## config.mk

```make
export PLATFORM = sky130hd
export DESIGN_NAME = pipe_resource_arbiter
export DESIGN_NICKNAME = d
export VERILOG_FILES = /design/src/rtl/pipe_resource_arbiter.sv
export SDC_FILE = /design/constraint.sdc
export NUM_CORES = 1
export LEC_CHECK = 0
export CAP_MARGIN = 25
export CELL_PAD_IN_SITES_DETAIL_PLACEMENT = 0
export CELL_PAD_IN_SITES_GLOBAL_PLACEMENT = 1
export CORE_UTILIZATION = 33
export DETAILED_ROUTE_END_ITERATION = 16
export GPL_TIMING_DRIVEN = 0
export PLACE_DENSITY_LB_ADDON = 0.08
export SLEW_MARGIN = 30
export SYNTH_ARGS = -nofsm -noshare
export SYNTH_HDL_FRONTEND = slang
export SYNTH_SLANG_ARGS = --single-unit
```

## constraint.sdc

```tcl
create_clock -name clk -period 2.35 [get_ports clk]
set_input_delay 0.235 -clock clk [delete_from_list [all_inputs] [get_ports clk]]
set_output_delay 0.235 -clock clk [all_outputs]
set_load 0.02 [all_outputs]
```

## src/rtl/pipe_resource_arbiter.sv

```systemverilog
// pipe_resource_arbiter: round-robin sharing of one multi-cycle resource between two pipelines,
// with in-flight tracking, per-pipeline flush/cancel and a watchdog abort.  Rev 1.0
`default_nettype none

module pipe_resource_arbiter #(
   parameter int DATA_W   = 32,
   parameter int MAX_WAIT = 64,
   parameter int CNT_W    = 7
) (
   input  logic              clk,
   input  logic              reset,
   input  logic              req_valid_1,
   input  logic [DATA_W-1:0] req_data_1,
   input  logic              flush_1,
   input  logic              req_valid_2,
   input  logic [DATA_W-1:0] req_data_2,
   input  logic              flush_2,
   output logic              stall_1,
   output logic              stall_2,
   output logic              res_start,
   output logic [DATA_W-1:0] res_operand,
   input  logic              res_done,
   input  logic [DATA_W-1:0] res_result,
   output logic              resp_valid_1,
   output logic              resp_valid_2,
   output logic [DATA_W-1:0] resp_data,
   output logic              busy,
   output logic              timeout
);

   typedef enum logic {IDLE = 1'b0, BUSY = 1'b1} state_t;

   state_t             state, state_nxt;
   logic               owner;       // 0: pipeline 1, 1: pipeline 2
   logic               last_grant;  // same encoding as owner
   logic               cancel;
   logic [CNT_W-1:0]   wait_cnt;

   logic               elig_1, elig_2;
   logic               grant_1, grant_2;
   logic               owner_flush;
   logic               deliver;
   logic               wd_fire;

   assign elig_1      = req_valid_1 & ~flush_1;
   assign elig_2      = req_valid_2 & ~flush_2;
   assign owner_flush = owner ? flush_2 : flush_1;
   // A flush arriving together with res_done still suppresses the response.
   assign deliver     = (state == BUSY) & res_done & ~cancel & ~owner_flush;

   assign stall_1 = req_valid_1 & ~grant_1;
   assign stall_2 = req_valid_2 & ~grant_2;
   assign busy    = (state == BUSY);

   always_comb begin
      state_nxt = state;
      grant_1   = 1'b0;
      grant_2   = 1'b0;
      wd_fire   = 1'b0;
      case (state)
         IDLE: begin
            grant_1 = elig_1 & (~elig_2 | last_grant);
            grant_2 = elig_2 & (~elig_1 | ~last_grant);
            if (grant_1 | grant_2) state_nxt = BUSY;
         end
         BUSY: begin
            if (res_done) begin
               state_nxt = IDLE;
            end else if (wait_cnt == CNT_W'(MAX_WAIT - 1)) begin
               state_nxt = IDLE;
               wd_fire   = 1'b1;
            end
         end
         default: state_nxt = IDLE;
      endcase
   end

   always_ff @(posedge clk or negedge reset) begin
      if (!reset) begin
         state        <= IDLE;
         owner        <= 1'b0;
         last_grant   <= 1'b1;
         cancel       <= 1'b0;
         wait_cnt     <= '0;
         res_start    <= 1'b0;
         res_operand  <= '0;
         resp_valid_1 <= 1'b0;
         resp_valid_2 <= 1'b0;
         resp_data    <= '0;
         timeout      <= 1'b0;
      end else begin
         state        <= state_nxt;
         res_start    <= grant_1 | grant_2;
         resp_valid_1 <= deliver & ~owner;
         resp_valid_2 <= deliver & owner;
         timeout      <= wd_fire;
         if (deliver) resp_data <= res_result;
         if (grant_1 | grant_2) begin
            owner       <= grant_2;
            last_grant  <= grant_2;
            res_operand <= grant_2 ? req_data_2 : req_data_1;
            cancel      <= 1'b0;
            wait_cnt    <= '0;
         end else if (state == BUSY) begin
            wait_cnt <= wait_cnt + CNT_W'(1);
            if (owner_flush) cancel <= 1'b1;
         end
      end
   end

endmodule

`default_nettype wire

```

After elaboration in Yosys (flattened, before gate mapping)
Cells that the tools add are included.
{ "totals": {"reg_bits": 79, "latchBits": 0, "ramBits": 0, "rom_bits": 0, "in_bits": 103, "output_inout_bits": 71, "wordCells": 58, "memories": 0} }
{ "classes": {"addsub": 1, "n_mul": 0, "div_mod_pow": 0, "magnitude_cmp": 0, "n_eq_ne": 1, "shifts": 0, "n_mux": 16, "bitwise": 26, "n_reduce_logical": 3} }
{ "op_table": {"columns": ["cell", "count"], "rows": [
  ["$mux W32", 1],
  ["$mux W7", 2],
  ["$mux W1", 12],
  ["$and A1 B1 Y1", 11],
  ["$not A1 Y1", 11],
  ["$add A7 B1 Y7 const B", 1],
  ["$eq A7 B6 Y1 const B", 1],
  ["$or A1 B1 Y1", 4],
  ["$reduce_bool A2 Y1", 2],
  ["$pmux W1 S2", 1],
  ["$reduce_and A2 Y1", 1]
]} }

Logic depth before layout (Yosys ltp)
Gate-level depths: netlist (run 1).
{ "logic_depth": {"depth_word": 9, "ltp_mapped": 7, "mapped_depth_nobuf": 4} }

Worst setup path after synthesis (run 1)
OpenSTA, ideal clock, no wires.
{ "synth_timing": {"path_type": "register to output", "start": "register state (netlist: busy)", "end": "output stall_2", "t_arrival_ns": 1.405, "required_time_ns": 2.115, "slack_ns": 0.710, "stages_incl_launch_ff": 5, "n_path_buf": 1, "cell_sequence": "dfrtp_1 nor3b_2 clkbuf_1 nand2_1 and2_1"} }
{ "synth_via": {"elab_chain_cells": 3} }
{ "synth_rtl": {"columns": ["item", "line_no", "rtl"], "rows": [
  ["from (decl)", "33", "state_t state, state_nxt;"],
  ["from (signal assigned)", "92", "state <= state_nxt;"],
  ["$mux W1", "60", "case (state)"],
  ["$not A1 Y1", "52", "assign stall_2 = req_valid_2 & ~grant_2;"],
  ["$and A1 B1 Y1", "52", null],
  ["to (decl)", "19", "output logic stall_2,"]
]} }
No other way between the ends.

Worst setup path in the final report (run 1)
{ "layout_timing": {"start": "input flush_2", "end": "output stall_1"} }
{ "layout_via": {"elab_chain_cells": 8} }
{ "layout_rtl": {"columns": ["item", "line_no", "rtl"], "rows": [
  ["from (decl)", "17", "input logic flush_2,"],
  ["$not A1 Y1", "46", "assign elig_2 = req_valid_2 & ~flush_2;"],
  ["$and A1 B1 Y1", "46", null],
  ["$not A1 Y1", "62", "grant_1 = elig_1 & (~elig_2 | last_grant);"],
  ["$or A1 B1 Y1", "62", null],
  ["$and A1 B1 Y1", "62", null],
  ["$mux W1", "60", null],
  ["$not A1 Y1", "51", "assign stall_1 = req_valid_1 & ~grant_1;"],
  ["$and A1 B1 Y1", "51", null],
  ["to (decl)", "18", "output logic stall_1,"]
]} }
No other way between the ends.

==> flow_summary.json, run 1 <==
{
  "grt_pass1_wl_um": 16400,
  "met2_length_um": 4720,
  "tightestPinTransition_ns": 0.537,
  "utilization_pct": 55.0,
  "die_h_um": 106,
  "ys_seq_elements": 79,
  "cp_max_fo": 11,
  "cts_tree": "built",
  "routed.top_layer": "met4",
  "synthDominantCellAreaShare_pct": 54.7,
  "fmax_mhz": 445,
  "grt_max_degree": 48,
  "period_share_pct": 95.5,
  "place_congestion": 0.735,
  "layout-drive-gt1-share_pct": 16.8,
  "syn_area_per_cell_um2": 13.5,
  "clk_path_buf_depth": 2,
  "io_buffers": 173,
  "relSlewSlack_pct": 64.2,
  "ys_types": 38,
  "crit_start": "flush_2",
  "setup.worst_path.end": "stall_1",
  "die_w_um": 106,
  "wl_per_cell_um": 17.0,
  "dieArea_um2": 11200,
  "yosysSeqAreaShare_pct": 55.5,
  "rr_startpoint": "busy$_DFF_PN0_",
  "start_util_pct": 34.2,
  "synthToLayoutAreaGrowth_pct": 60.5,
  "syn_inst": 265,
  "endpoint_kind": "output pin",
  "syn_area_um2": 3570,
  "seq_power_share_pct": 37.1,
  "ioPinCount": 174,
  "syn_nets": 369,
  "clk_pin_slew_worst_paths_ns": 0.10,
  "cellLeakagePower_uw": 0.00257,
  "met1_length_um": 4450,
  "p_switching_uw": 1940,
  "n_antenna_cell": 0,
  "ys_top_cells_by_area": "dfrtp_1, mux2_4, a221o_1",
  "grt_overflow": 0,
  "clock_sinks": 79,
  "drv_slew": 0,
  "path_cells": "clkdlybuf4s50_1, nand2b_1, nor2_1, o31a_1, clkdlybuf4s50_1",
  "rsz0062_at_grt": "false",
  "max_stage_delay_ns": 0.54,
  "combinationalPowerShare_pct": 46.3,
  "final_nets": 558,
  "clkPwrFrac_pct": 16.6,
  "cp_common_cell": "clkdlybuf4s50_1",
  "grt_pass1_vias": 3061,
  "dp.cells": 575,
  "max-cap-violations": 0,
  "path_class": "in -> out",
  "vias": 2913,
  "hold_path_class": "in -> async",
  "routed-wl-met3_um": 720,
  "synth_edf_count": 0,
  "insertion_delay_ns": 0.35,
  "row_count": 37,
  "htree_levels": 3,
  "tns_ns": 0,
  "core_um2": 10400,
  "synth_ff_type": "dfrtp_1",
  "cp_slowest_cell": "clkdlybuf4s50_1",
  "r2r-end": "resp_data[9]$_DFFE_PN0P_",
  "fin_cells": 595,
  "firstDrtPassIters": 4,
  "fin_skew_ns": 0.0152,
  "drt_iter0_drc": 106,
  "grt_util_all_layers_pct": 18.8,
  "antenna_found_initial": 0,
  "yosys_warnings": 0,
  "cts_buffers": 9,
  "switching_share_pct": 34.3,
  "start_kind": "primary input",
  "regToRegSetupSlack_ns": 0.57,
  "worstPathRequired_ns": 2.12,
  "root_buffer": "clkbuf_8",
  "via_per_inst": 4.90,
  "p_per_area_nw_per_um2": 990,
  "synth_area_leader_cell": "dfrtp_1",
  "arrival_ns": 2.01,
  "hold_viol": 0,
  "dpl.hpwl_um": 7310,
  "ir_drop_mv": 0.556,
  "setup_viol": 0,
  "wl_um": 10100,
  "final_antenna_net_count": 0,
  "route.detailed.drc": 0,
  "p_int_uw": 3720,
  "fin_crit_ns": 2.24,
  "status": "completed",
  "async_flop_share_pct": 100,
  "r2r_cells": 7
}
[sequential cells by signal, indices dropped and copies added (netlist names)]
register and flops:
resp_valid_2 1, owner 1, resp_valid_1 1, wait_cnt 7, res_operand 32, last_grant 1, resp_data 32, busy 1
res_start 1, cancel 1, timeout 1
[area by class of cell]
class | count | area (um^2)
inverters | 5 | 18.8
well taps | 136 | 170
clock inverters | 7 | 55.1
fillers | 901 | 4690
flip-flops and latches | 79 | 1980
multi-input cells | 160 | 1430
clock buffers | 9 | 124
repair buffers | 179 | 1800
plain buffers | 20 | 146
[per-layer routing]
layer  global-route usage, %  vias up
met3                    5.40       17
met5                       0        -
met1                    24.4     1397
li1                        -     1383
met2                    29.8      116
met4                    6.94        0
[placed cells by master, fill, tap and decap left out, drive strengths merged, types with 4 or more instances in the layout]
cell             n
a221o           25
a221oi           7
a2bb2oi          7
and3            25
buf             20
clkbuf          15
clkdlybuf4s50  171
dfrtp           78
inv              7
mux2            32
nand2            7
nand2b           4
nand4            4
nor2             5
nor4bb           7
o21ai           13
[timing repair]
item	in CTS	in global routing
gates resized for setup	6	2
hold buffers	1	0
hold endpoints to repair	32	0
setup endpoints to repair	2	1
buffers inserted	3	1
cloned	0	0
pin swaps	1	0
[stage by stage]
step / power [uW] / setup slack, ns / hold WS, ns / area, um^2
6_report: 5670 / 0.105 / 0.320 / 5730
3_5_place_dp: 4750 / -0.541 / 0.145 / 5500
2_1_floorplan: 3460 / 0.710 / -0.0606 / 3570
4_1_cts: 5730 / 0.0849 / 0.318 / 5720
3_3_place_gp: 4720 / -1.94 / 0.464 / 5470
5_1_grt: 5970 / 0.00302 / 0.336 / 5730
[cell families after synthesis]
family          synth area share (%)
flops                           55.5
fa+ha+maj                      0.351
mux                             13.5
buf+inv                         4.52
xor+xnor                       0.737
simple gates                    11.8
compound gates                  13.6
[power groups by stage]
stage | Clock, uW | Sequential [uW] | Combinational (uW)
3_3_place_gp | 0 | 2120 | 2600
6_report | 942 | 2100 | 2620
5_1_grt | 1030 | 2170 | 2780
4_1_cts | 975 | 2110 | 2650
2_1_floorplan | 0 | 2670 | 790
3_5_place_dp | 0 | 2130 | 2610
[critical path, delay by kind of cell]
family,cells,cell delay (ns)
buf+inv,2,1.07
simple gates,2,0.45
compound gates,1,0.25
[cells in the mapped netlist (3+ instances only)]
master	n
a221o_1	25
a221oi_1	7
a2bb2oi_1	7
and3_1	25
buf_2	6
buf_6	7
clkbuf_1	7
dfrtp_1	78
inv_1	4
mux2_4	30
nand2_1	7
nand2b_1	3
nand4_1	4
nor2_1	5
nor3_1	3
nor4bb_1	7
o21ai_0	13
xor2_1	3
[how the worst min path moves through the flow]
stage	startpoint	to	slack, ns	cells after the start
after detailed placement	reset	resp_data[29]$_DFFE_PN0P_	0.14	1
after global placement	cancel$_DFFE_PN0P_	cancel$_DFFE_PN0P_	0.46	1
after global routing	reset	resp_data[29]$_DFFE_PN0P_	0.34	2
final	reset	resp_data[29]$_DFFE_PN0P_	0.32	2
after floorplan	reset	busy$_DFF_PN0_	-0.06	0
after CTS	reset	resp_data[29]$_DFFE_PN0P_	0.32	2
(Power assumes the default switching activity.)
==> inputs of run 2 (changes only) <==
--- a/config.mk
+++ b/config.mk
@@ -8,8 +8,9 @@
 export CAP_MARGIN = 25
 export CELL_PAD_IN_SITES_DETAIL_PLACEMENT = 0
 export CELL_PAD_IN_SITES_GLOBAL_PLACEMENT = 1
-export CORE_UTILIZATION = 33
+export CORE_UTILIZATION = 51
 export DETAILED_ROUTE_END_ITERATION = 16
+export DONT_BUFFER_PORTS = 1
 export GPL_TIMING_DRIVEN = 0
 export PLACE_DENSITY_LB_ADDON = 0.08
 export SLEW_MARGIN = 30
==> run 2 against run 1 <==
First-iteration DRC count decreased by 33%. Global-route usage increased by 2.9 points. Total power is 15% lower. Clock power grew 20%. Critical endpoint is now stall_2.
==> flow_summary.json, run 2 (synthesis gave the netlist of run 1 again) <==
{
  "grt_util_all_layers_pct": 21.8,
  "grt_overflow": 0,
  "setup_viol": 0,
  "place_congestion": 0.707,
  "regToRegSetupSlack_ns": 0.54,
  "cellLeakagePower_uw": 0.00191,
  "endpoint_kind": "output pin",
  "n_antenna_cell": 0,
  "path_class": "reg -> out",
  "synthToLayoutAreaGrowth_pct": 10.9,
  "reg.largest.list": "res_operand (32), resp_data (32), wait_cnt (7)",
  "tightestPinTransition_ns": 0.569,
  "ioPinCount": 174,
  "core_um2": 6760,
  "antenna_found_initial": 0,
  "crit_start": "busy$_DFF_PN0_",
  "hold_ws_ns": 0.0310,
  "period_share_pct": 93.1,
  "hold_path_class": "in -> reg",
  "clk_pin_slew_worst_paths_ns": 0.09,
  "insertion_delay_ns": 0.34,
  "drt_iter0_drc": 71,
  "wl_um": 7920,
  "arrival_ns": 1.95,
  "drv_slew": 0,
  "fillCellCount": 550,
  "p_per_area_nw_per_um2": 1220,
  "dieArea_um2": 7330,
  "dpl.hpwl_um": 5460,
  "grt_max_degree": 80,
  "final_antenna_net_count": 0,
  "setup.worst_path.end": "stall_2",
  "rsz0062_at_grt": "false",
  "status": "completed",
  "via_per_inst": 6.33,
  "cp_max_fo": 10,
  "combinationalPowerShare_pct": 19.3,
  "cts_tree": "built",
  "grt_pass1_wl_um": 12000,
  "seq_power_share_pct": 57.2,
  "clk_path_buf_depth": 2,
  "p_int_uw": 3050,
  "max-cap-violations": 0,
  "worstPathRequired_ns": 2.12,
  "clock_sinks": 79,
  "start_util_pct": 52.8,
  "relSlewSlack_pct": 62.1,
  "ir_drop_mv": 0.383,
  "final_nets": 384,
  "io_buffers": 0,
  "root_buffer": "clkbuf_8",
  "route.detailed.drc": 0,
  "grt_pass1_vias": 2322,
  "final_cell_mix": "dfrtp_1, mux2_4, and3_1, a221o_1, o21ai_0",
  "p_switching_uw": 1770,
  "hp-start": "req_data_1[12]",
  "rr_startpoint": "busy$_DFF_PN0_",
  "die_w_um": 85.6,
  "wl_per_cell_um": 21.7,
  "htree_levels": 3,
  "fin_skew_ns": 0.0102,
  "vias": 2311,
  "row_count": 30,
  "cts_buffers": 9,
  "firstDrtPassIters": 4,
  "r2r_cells": 5,
  "mostFrequentLayoutCell": "dfrtp_1",
  "hold_viol": 0,
  "tns_ns": 0,
  "die_h_um": 85.6,
  "r2r-end": "resp_data[8]$_DFFE_PN0P_",
  "start_kind": "flop",
  "fin_crit_ns": 2.19,
  "fmax_mhz": 457,
  "hold_depth": 1,
  "clkPwrFrac_pct": 23.5,
  "layout-drive-gt1-share_pct": 24.6,
  "switching_share_pct": 36.7
}
[run 2: cell types whose count changed in the layout (fill, tap and decap cells not counted), sizes merged, moves of 2 or more]
cell and delta:
bufinv +2, clkinv -2, buf -4, clkdlybuf4s50 -171
[run 2: stage by stage]
step | worst slack (ns) | utilization, % | instance area [um^2] | instances | power [uW]
6_report | 0.162 | 58.5 | 3960 | 365 | 4820
5_1_grt | 0.0366 | 58.5 | 3960 | 365 | 5040
4_1_cts | 0.152 | 58.5 | 3960 | 365 | 4850
3_5_place_dp | 0.281 | 54.3 | 3670 | 345 | 3670
3_3_place_gp | 0.289 | 54.3 | 3670 | 345 | 3650
2_1_floorplan | 0.710 | - | 3570 | 265 | 3460
[run 2: power by group through the flow]
stage | combinational [uW] | clock, uW | sequential, uW
CTS | 938 | 1160 | 2760
finish | 932 | 1130 | 2750
floorplan | 790 | 0 | 2670
global placement | 878 | 0 | 2770
global route | 1010 | 1210 | 2820
detailed placement | 892 | 0 | 2780
[run 2: final cells by class]
class	count	area, um^2	area share, %
clock inverter	7	103	2.59
sequential	79	1980	50.0
clock buffer	9	124	3.13
multi-input combinational	160	1430	36.3
timing repair buffer	4	55.1	1.39
inverter	5	18.8	0.475
buffer	21	143	3.61
tap	80	100	2.53
[run 2: what timing repair did]
action | in CTS | in global routing
gates resized for setup | 1 | 0
setup endpoints to repair | 1 | 0
hold buffers | 3 | 0
setup buffers | 1 | 0
endpoints found under the hold margin | 80 | 0
[run 2: how the worst min path moves through the flow]
stage	endpoint	slack, ns
after detailed placement	resp_data[23]$_DFFE_PN0P_	-0.06
after CTS	res_operand[11]$_DFFE_PN0N_	0.01
after global placement	resp_data[23]$_DFFE_PN0P_	-0.06
after floorplan	busy$_DFF_PN0_	-0.06
after global routing	res_operand[11]$_DFFE_PN0N_	0.007
final	res_operand[12]$_DFFE_PN0N_	0.03
[run 2: worst max-delay path: stages (launching register included)]
cell and delay [ns]:
dfrtp_1 0.59, nor3b_4 0.29, clkbuf_1 0.31, nand2_1 0.15, and2_1 0.27
[run 2: layer usage]
layer | global-route usage (%) | wire length, um
met4 | 10.5 | 197
met5 | 0 | 0
met3 | 6.74 | 692
met1 | 27.4 | 3360
met2 | 34.3 | 3670
